==> config.mk <==
export PLATFORM = sky130hd
export DESIGN_NAME = vending_machine_param
export DESIGN_NICKNAME = d
export VERILOG_FILES = /design/src/rtl/vending_machine_param.sv
export SDC_FILE = /design/constraint.sdc
export NUM_CORES = 1
export LEC_CHECK = 0
export CAP_MARGIN = 20
export CORE_ASPECT_RATIO = 0.5
export CORE_MARGIN = 2
export CORE_UTILIZATION = 50
export CTS_CLUSTER_SIZE = 16
export DETAILED_ROUTE_END_ITERATION = 8
export DONT_BUFFER_PORTS = 1
export PLACE_DENSITY = 0.71
export SYNTH_ARGS = -nofsm -noshare
export SYNTH_HDL_FRONTEND = slang
export SYNTH_SLANG_ARGS = --single-unit
==> constraint.sdc <==
create_clock -name clk -period 7.8 [get_ports clk]
set_clock_uncertainty 0.1 [all_clocks]
set_input_delay 1.56 -clock clk [delete_from_list [all_inputs] [get_ports clk]]
set_output_delay 1.56 -clock clk [all_outputs]
set_load 0.03 [all_outputs]
==> src/rtl/vending_machine_param.sv <==
// Parametrised Moore vending controller: accumulates coin credit up to PRICE,
// pulses sell for one cycle, then pays back any surplus one unit per cycle.
module vending_machine_param #(
    parameter int PRICE     = 4,
    parameter int COIN0_VAL = 1,
    parameter int COIN1_VAL = 2,
    parameter int COIN2_VAL = 4,
    parameter int CREDIT_W  = 9
) (
    input  logic                clk,
    input  logic                rst,
    input  logic                coin_valid,
    input  logic [1:0]          coin_type,
    input  logic                cancel,
    output logic                sell,
    output logic                change,
    output logic                coin_reject,
    output logic                busy,
    output logic [CREDIT_W-1:0] credit,
    output logic [1:0]          state_dbg
);

    // Handshake: coin_valid and cancel are single-cycle strobes sampled on the
    // rising edge; there is no ready, so a coin that cannot be taken is answered
    // by coin_reject one cycle later instead of being held off.

    typedef enum logic [1:0] {
        S_COLLECT = 2'd0,
        S_VEND    = 2'd1,
        S_CHANGE  = 2'd2
    } state_t;

    localparam logic [CREDIT_W:0] PRICE_X = (CREDIT_W+1)'(PRICE);

    state_t              state_q, state_d;
    logic [CREDIT_W-1:0] credit_q, credit_d;
    logic                reject_q, reject_d;
    logic [CREDIT_W:0]   coin_amt;
    logic [CREDIT_W:0]   sum;

    always_ff @(posedge clk or posedge rst) begin
        if (rst) begin
            state_q  <= S_COLLECT;
            credit_q <= '0;
            reject_q <= 1'b0;
        end else begin
            state_q  <= state_d;
            credit_q <= credit_d;
            reject_q <= reject_d;
        end
    end

    always_comb begin
        state_d  = state_q;
        credit_d = credit_q;
        reject_d = 1'b0;
        coin_amt = '0;
        case (coin_type)
            2'd0:    coin_amt = (CREDIT_W+1)'(COIN0_VAL);
            2'd1:    coin_amt = (CREDIT_W+1)'(COIN1_VAL);
            2'd2:    coin_amt = (CREDIT_W+1)'(COIN2_VAL);
            default: coin_amt = '0;
        endcase
        sum = {1'b0, credit_q} + coin_amt;

        case (state_q)
            S_COLLECT: begin
                // A cancel outranks a coin in the same cycle; that coin is bounced.
                if (cancel) begin
                    reject_d = coin_valid;
                    if (credit_q != '0) state_d = S_CHANGE;
                end else if (coin_valid) begin
                    if (coin_type == 2'd3) begin
                        reject_d = 1'b1;
                    end else if (sum >= PRICE_X) begin
                        credit_d = CREDIT_W'(sum - PRICE_X);
                        state_d  = S_VEND;
                    end else begin
                        credit_d = sum[CREDIT_W-1:0];
                    end
                end
            end
            S_VEND: begin
                reject_d = coin_valid;
                state_d  = (credit_q != '0) ? S_CHANGE : S_COLLECT;
            end
            S_CHANGE: begin
                reject_d = coin_valid;
                if (credit_q != '0) credit_d = credit_q - CREDIT_W'(1);
                if (credit_q <= CREDIT_W'(1)) state_d = S_COLLECT;
            end
            default: state_d = S_COLLECT;
        endcase
    end

    assign sell        = (state_q == S_VEND);
    assign change      = (state_q == S_CHANGE);
    assign busy        = sell | change;
    assign coin_reject = reject_q;
    assign credit      = credit_q;
    assign state_dbg   = state_q;

endmodule

==> results of run 1 <==
## through the flow
stage	hold WS [ps]	utilization	std cells	area, um^2	total power [W]
2_1_floorplan	606	-	182	1390	0.000536
3_3_place_gp	666	0.532	210	1390	0.000612
3_5_place_dp	670	0.532	210	1390	0.000617
4_1_cts	676	0.553	214	1450	0.000690
5_1_grt	726	0.553	214	1450	0.000753
6_report	675	0.553	214	1450	0.000696
## cell usage after synthesis (4+ instances only)
| library cell | count | share of area |
|---|---|---|
| buf_2 | 5 | 0.018 |
| nor3_1 | 5 | 0.018 |
| dfrtp_1 | 12 | 0.22 |
| nand2_1 | 19 | 0.051 |
| a21oi_1 | 10 | 0.036 |
| clkbuf_1 | 4 | 0.011 |
| xnor2_1 | 5 | 0.032 |
| nand2b_1 | 7 | 0.032 |
| nor2_1 | 14 | 0.038 |
| o21ai_0 | 14 | 0.050 |
| ha_1 | 11 | 0.099 |
| inv_1 | 14 | 0.038 |
## logic make-up (layout without fill, tap and decap cells)
group	after synthesis	count (layout)
buf+inv	24	19
simple gates	65	65
flops	12	12
mux	4	4
xor+xnor	8	8
compound gates	57	57
fa+ha+maj	12	12
## cell type report
cell class | instances | area, um^2 | area share
clock buffers | 4 | 55.1 | 0.0380
flip-flops and latches | 12 | 300 | 0.207
well taps | 37 | 46.3 | 0.0320
inverters | 14 | 52.6 | 0.0363
repair buffers | 1 | 7.51 | 0.00518
multi-input cells | 146 | 987 | 0.681
## state kept, by name, summed over array words and instances, names as in the netlist
signal       cells
coin_reject      1
credit           9
state_dbg        2
## cells in the final DEF (no fill, tap or decap), types with 2 or more instances in the layout
cell,netlist,final
nand2_1,19,19
inv_1,14,14
o21ai_0,14,14
nor2_1,14,14
dfrtp_1,12,12
ha_1,11,11
a21oi_1,10,10
nand2b_1,7,7
nor3_1,5,5
xnor2_1,5,5
clkbuf_8,0,4
a21o_1,3,3
nand3_1,3,3
nand4_1,3,3
nand3b_1,3,3
and3_1,3,3
a221o_1,3,3
a22o_1,3,3
xor2_1,3,3
nor3b_1,2,2
a2bb2oi_1,2,2
mux2i_1,2,2
mux2_2,2,2
a22oi_1,2,2
o311ai_0,2,2
a211oi_1,2,2
a31o_2,2,2
a31oi_1,2,2
## where the power goes
group	switching, W	internal [W]
registers	0.000127	0.0000906
clock network	0.0000260	0.0000447
logic	0.000249	0.000160
total	0.000401	0.000295
## critical path, delay by kind of cell
kind	cells	cell delay [ps]
compound gates	3	630
fa+ha+maj	3	790
buf+inv	1	70
mux	1	310
simple gates	6	1190
## layer usage
metal / vias up / wire [um] / global-route usage
met3: 4 / 412 / 0.0683
li1: 648 / - / -
met1: 583 / 1760 / 0.356
met4: 0 / 22 / 0.0614
met2: 71 / 1480 / 0.346
met5: - / 0 / 0
## worst max path at each step
stage / from / endpoint / slack, ps / cells past startpoint
floorplan: coin_type[1] / credit[5] / 3320 / 17
global placement: coin_type[1] / credit[5] / 3210 / 14
detailed placement: coin_type[1] / credit[5] / 3130 / 14
CTS: coin_type[1] / credit[5] / 3350 / 14
global route: coin_type[1] / credit[5] / 3090 / 14
finish: coin_type[1] / credit[5] / 3300 / 14
==> impl_results.md, run 1 <==
- Routed vias/inst: around 6.1
- Drc violations: 0
- WS Path Type: in2reg
- Syn avg cell area: ~7.6 um^2
- Die Height: 41.3 um
- # IOs: 21
- Hold-critical path endpoint: credit[1]
- Adder-Cell Fraction of Synth Area: 0.114
- CTS resizes: 0
- TritonCTS Buffers: 3
- CTS tree: done
- Hold crit path type: reg2reg
- Post-synthesis sequential area ratio: 0.216
- Biggest fanout along the worst timing path: 9
- Vias: between 1000 and 1500
- CP peak stage delay: about 380 ps
- Setup bufs post-CTS: 0
- Row Count: 13
- Initial antenna violation count: 0
- Startpoint Class: primary input
- Final GP Congestion: 0.938
- Cell Chain, Critical Path: nor2_1 > ha_1 > inv_1 > fa_1 > nand2b_1 > and2_1 > ha_1 > nand3b_1 > nand4_1 > mux2_2 > a21oi_2 > and3_1 > o21ai_1 > a221o_1
- Worst min-delay path startpoint: credit[1]
- Hold path cells: 2
- Worst Slack Setup Final: 3300 ps
- RR Endpoint: credit[5]
- Worst EP required: 7830 ps
- Slew of the pin with the lowest slew margin: 670 ps
- FF-to-FF Start: credit[0]
- Share of cells above drive strength 1: 0.0734
- Post-synth EDFFs: 0
- Total Routed Length: 3.67 mm
- Number of library cell types mapped by synthesis: between 40 and 50
- Hpwl dp: 2.83 mm
- NumNets Final: 196
- Crit. End Element: flip-flop
- Routed WL per cell: 17.2 um
- Width of the die: 78.5 um
- Post-Synth XOR/XNOR Area: 0.0505
- Drt pass-1 iters: 4
- Setup WS pre-CTS: ~3100 ps
- Post-layout min period: between 4000 and 5000 ps
- PD cells: 481 nW/um^2
- Clock slew at reported path FFs: 60 ps
- Synth warnings: 0
- Clk sink count: 12
- Final Hold Vio Count: 0
- Initial core utilization: 0.530
- Root buffer cell: clkbuf_8
- Post-synthesis register bit count: 12
- Simple-gate portion of the synthesized area: 0.232
- GRT overflow: 0
- Max_cap viols: 0
- Vias in the first global route: 1117
- Die area: 3240 um^2
- Post-synthesis async set-or-reset flop share: 1.00
- Mux contribution to synthesized area: 0.0307
- RSZ-0062 raised after global routing: false
- Leakage: ~0.61 nW
- Hold buffers post-CTS: 0
- FF-to-FF setup slack: between 4000 and 5000 ps
- Crit path DAT: 4530 ps
- All-Layer GR Usage: 0.243
- Status: finished, final reports clean
- R2R cell count: 13
- Pin count of the biggest net entering global routing: 18
- H-tree depth: 1
- Clk_lat worst skew: between 200 and 300 ps
- Fillers: 250
- Longest Clk Path Bufs: 2
- VDD IR max: 238 uV
- Post-route clock period utilization: 0.577
- Post-route ant nets: 0
- Compound-Gate Fraction of Synth Area: 0.285
- Global-route wire length before repair: 5.70 mm
- TNS Setup: 0 ps
- Final setup violation count: 0
- PortBufs: 0
- Cell area after synthesis: 1390 um^2
- Fmax: ~0.22 GHz
- N_diodes: 0
- Most common cell on crit path: ha_1
- Post-synth top flop: dfrtp_1
- Synth-to-layout area growth: 4.42%
- Rel. slew slack: 0.553
- Slowest cell on crit path: fa_1
- Net Count, Synth: 200
- Core box area: 2620 um^2
- Starting DRT DRC Count: 193
- Max-slew violation count: 0
- Combinational family with the most area after synthesis: compound AO/OA/AOI/OAI gates
- Cell count after synthesis: 182
Power figures use the tool's default switching activity.
==> run 2, diff against run 1 <==
--- a/config.mk
+++ b/config.mk
@@ -12,7 +12,7 @@
 export CTS_CLUSTER_SIZE = 16
 export DETAILED_ROUTE_END_ITERATION = 8
 export DONT_BUFFER_PORTS = 1
-export PLACE_DENSITY = 0.71
+export PLACE_DENSITY = 0.74
 export SYNTH_ARGS = -nofsm -noshare
 export SYNTH_HDL_FRONTEND = slang
 export SYNTH_SLANG_ARGS = --single-unit
==> constraint.sdc (replaced) <==
create_clock -name clk -period 3.85 [get_ports clk]
set_clock_uncertainty 0.1 [all_clocks]
set_input_delay 0.77 -clock clk [delete_from_list [all_inputs] [get_ports clk]]
set_output_delay 0.77 -clock clk [all_outputs]
set_load 0.03 [all_outputs]
==> impl_results.md, run 2 (synthesized netlist as in run 1, its figures left out) <==
- TNS Setup: 0 ps
- Post-route clock period utilization: 0.931
- Finished Cell Area: 1470 um^2
- Max-slew violation count: 0
- Biggest fanout along the worst timing path: 5
- Row Count: 13
- Die Height: 41.3 um
- PD cells: 957 nW/um^2
- Fillers: about 240
- H-tree depth: 1
- R2R cell count: 13
- Longest Clk Path Bufs: 2
- Clk pwr share: 0.083
- Clk_lat worst skew: 240 ps
- Vias in the first global route: 1182
- P_sw: 0.000802 W
- Sequential Power Share: 0.274
- Root buffer cell: clkbuf_8
- FF-to-FF Start: credit[0]
- RR Endpoint: credit[5]
- Internal Power: 0.000607 W
- RSZ-0062 raised after global routing: false
- Fmax: 0.279 GHz
- Routed WL per cell: 16.4 um
- Pin count of the biggest net entering global routing: 18
- Die area: 3240 um^2
- Setup bufs post-CTS: 0
- Rel. slew slack: 0.442
- GRT overflow: 0
- TritonCTS Buffers: 3
- Leakage: 0.631 nW
- Largest register FFs: 9
- Initial antenna violation count: 0
- Worst EP required: 3880 ps
- Status: finished, final reports clean
- Post-route ant nets: 0
- Dpl cell area: around 1400 um^2
- Final setup violation count: 0
- CTS resizes: 0
- WS Path Type: in2reg
- Core box area: 2620 um^2
- NumNets Final: 201
- CTS tree: done
- Initial core utilization: 0.530
- Setup WS pre-CTS: 77.7 ps
- Width of the die: approximately 79 um
- Hold crit path type: in2async
- Vias: between 1000 and 1500
- Crit. End Element: flip-flop
- Final GP Congestion: about 0.94
- N_diodes: 0
- Synth-to-layout area growth: 6.13%
- Drt pass-1 iters: 4
- Clk sink count: 12
- Sw frac: 0.569
- # IOs: 21
- Commonest non-fill, non-tap cell in the layout: nand2_1
- Starting DRT DRC Count: 112
- Startpoint Class: primary input
- Final Hold Vio Count: 0
- Hpwl dp: about 2.8 mm
- Crit path DAT: 3610 ps
- Combinational power share: 0.643
- Share of cells above drive strength 1: 0.0939
- All-Layer GR Usage: 0.233
- Worst Slack Setup Final: 265 ps
- VDD IR max: 552 uV
- Total Routed Length: 3.57 mm
- Hold buffers post-CTS: 0
- FF-to-FF setup slack: around 550 ps
- Global-route wire length before repair: 5.62 mm
- Clock slew at reported path FFs: 50 ps
- Drc violations: 0
- Post-layout min period: between 3000 and 4000 ps
- Routed vias/inst: 6.28
- Max_cap viols: 0
- Commonest non-fill, non-tap cells in the layout: nand2_1 (19), inv_1 (14), o21ai_0 (14), nor2_1 (14), dfrtp_1 (12)
- PortBufs: 0
- Slew of the pin with the lowest slew margin: 836 ps
## run 2: worst max-delay path, cell delays in order
cell      delay, ps
nor2_1          100
ha_1            230
inv_1            70
fa_1            390
nand2b_1        170
and2_1          190
ha_1            200
nand3b_1        130
nand4_1         110
mux2_2          310
a21oi_2         170
and3_1          310
o21ai_1         100
a221o_1         340
## run 2: metal layers
| metal | track usage | vias to the layer above | part of all wire |
|---|---|---|---|
| met4 | 0.0482 | 0 | 0.0048 |
| met3 | 0.0661 | 4 | 0.098 |
| met5 | 0 | - | 0 |
| met2 | 0.368 | 61 | 0.42 |
| li1 | - | 662 | - |
| met1 | 0.323 | 641 | 0.47 |
## run 2: power groups by stage
| stage | registers [W] | logic (W) | clock network [W] |
|---|---|---|---|
| after floorplan | 0.000361 | 0.000725 | 0 |
| after global placement | 0.000387 | 0.000878 | 0 |
| after detailed placement | 0.000387 | 0.000896 | 0 |
| after CTS | 0.000386 | 0.000898 | 0.000118 |
| after global routing | 0.000401 | 0.00100 | 0.000126 |
| final | 0.000385 | 0.000906 | 0.000117 |
## run 2: worst max-delay path by stage
stage               depth (start not counted)         start        end
floorplan                                  17  coin_type[1]  credit[5]
global placement                           12  coin_type[1]  credit[5]
detailed placement                         14  coin_type[1]  credit[5]
CTS                                        14  coin_type[1]  credit[5]
global route                               14  coin_type[1]  credit[5]
finish                                     14  coin_type[1]  credit[5]
## run 2: area by class of cell
class / count / area, um^2 / area share
clock buffer: 3 / 41.3 / 0.0280
inverter: 14 / 52.6 / 0.0357
multi-input combinational: 146 / 987 / 0.670
sequential: 12 / 300 / 0.204
tap: 37 / 46.3 / 0.0314
timing repair buffer: 6 / 45.0 / 0.0306
## run 2: per-stage QoR
stage / utilization / total power [W] / std cells / hold WS, ps
finish: 0.562 / 0.00141 / 218 / 340
global route: 0.562 / 0.00153 / 218 / 359
CTS: 0.562 / 0.00140 / 218 / 358
detailed placement: 0.547 / 0.00128 / 215 / 619
global placement: 0.547 / 0.00127 / 215 / 611
floorplan: - / 0.00109 / 182 / 535
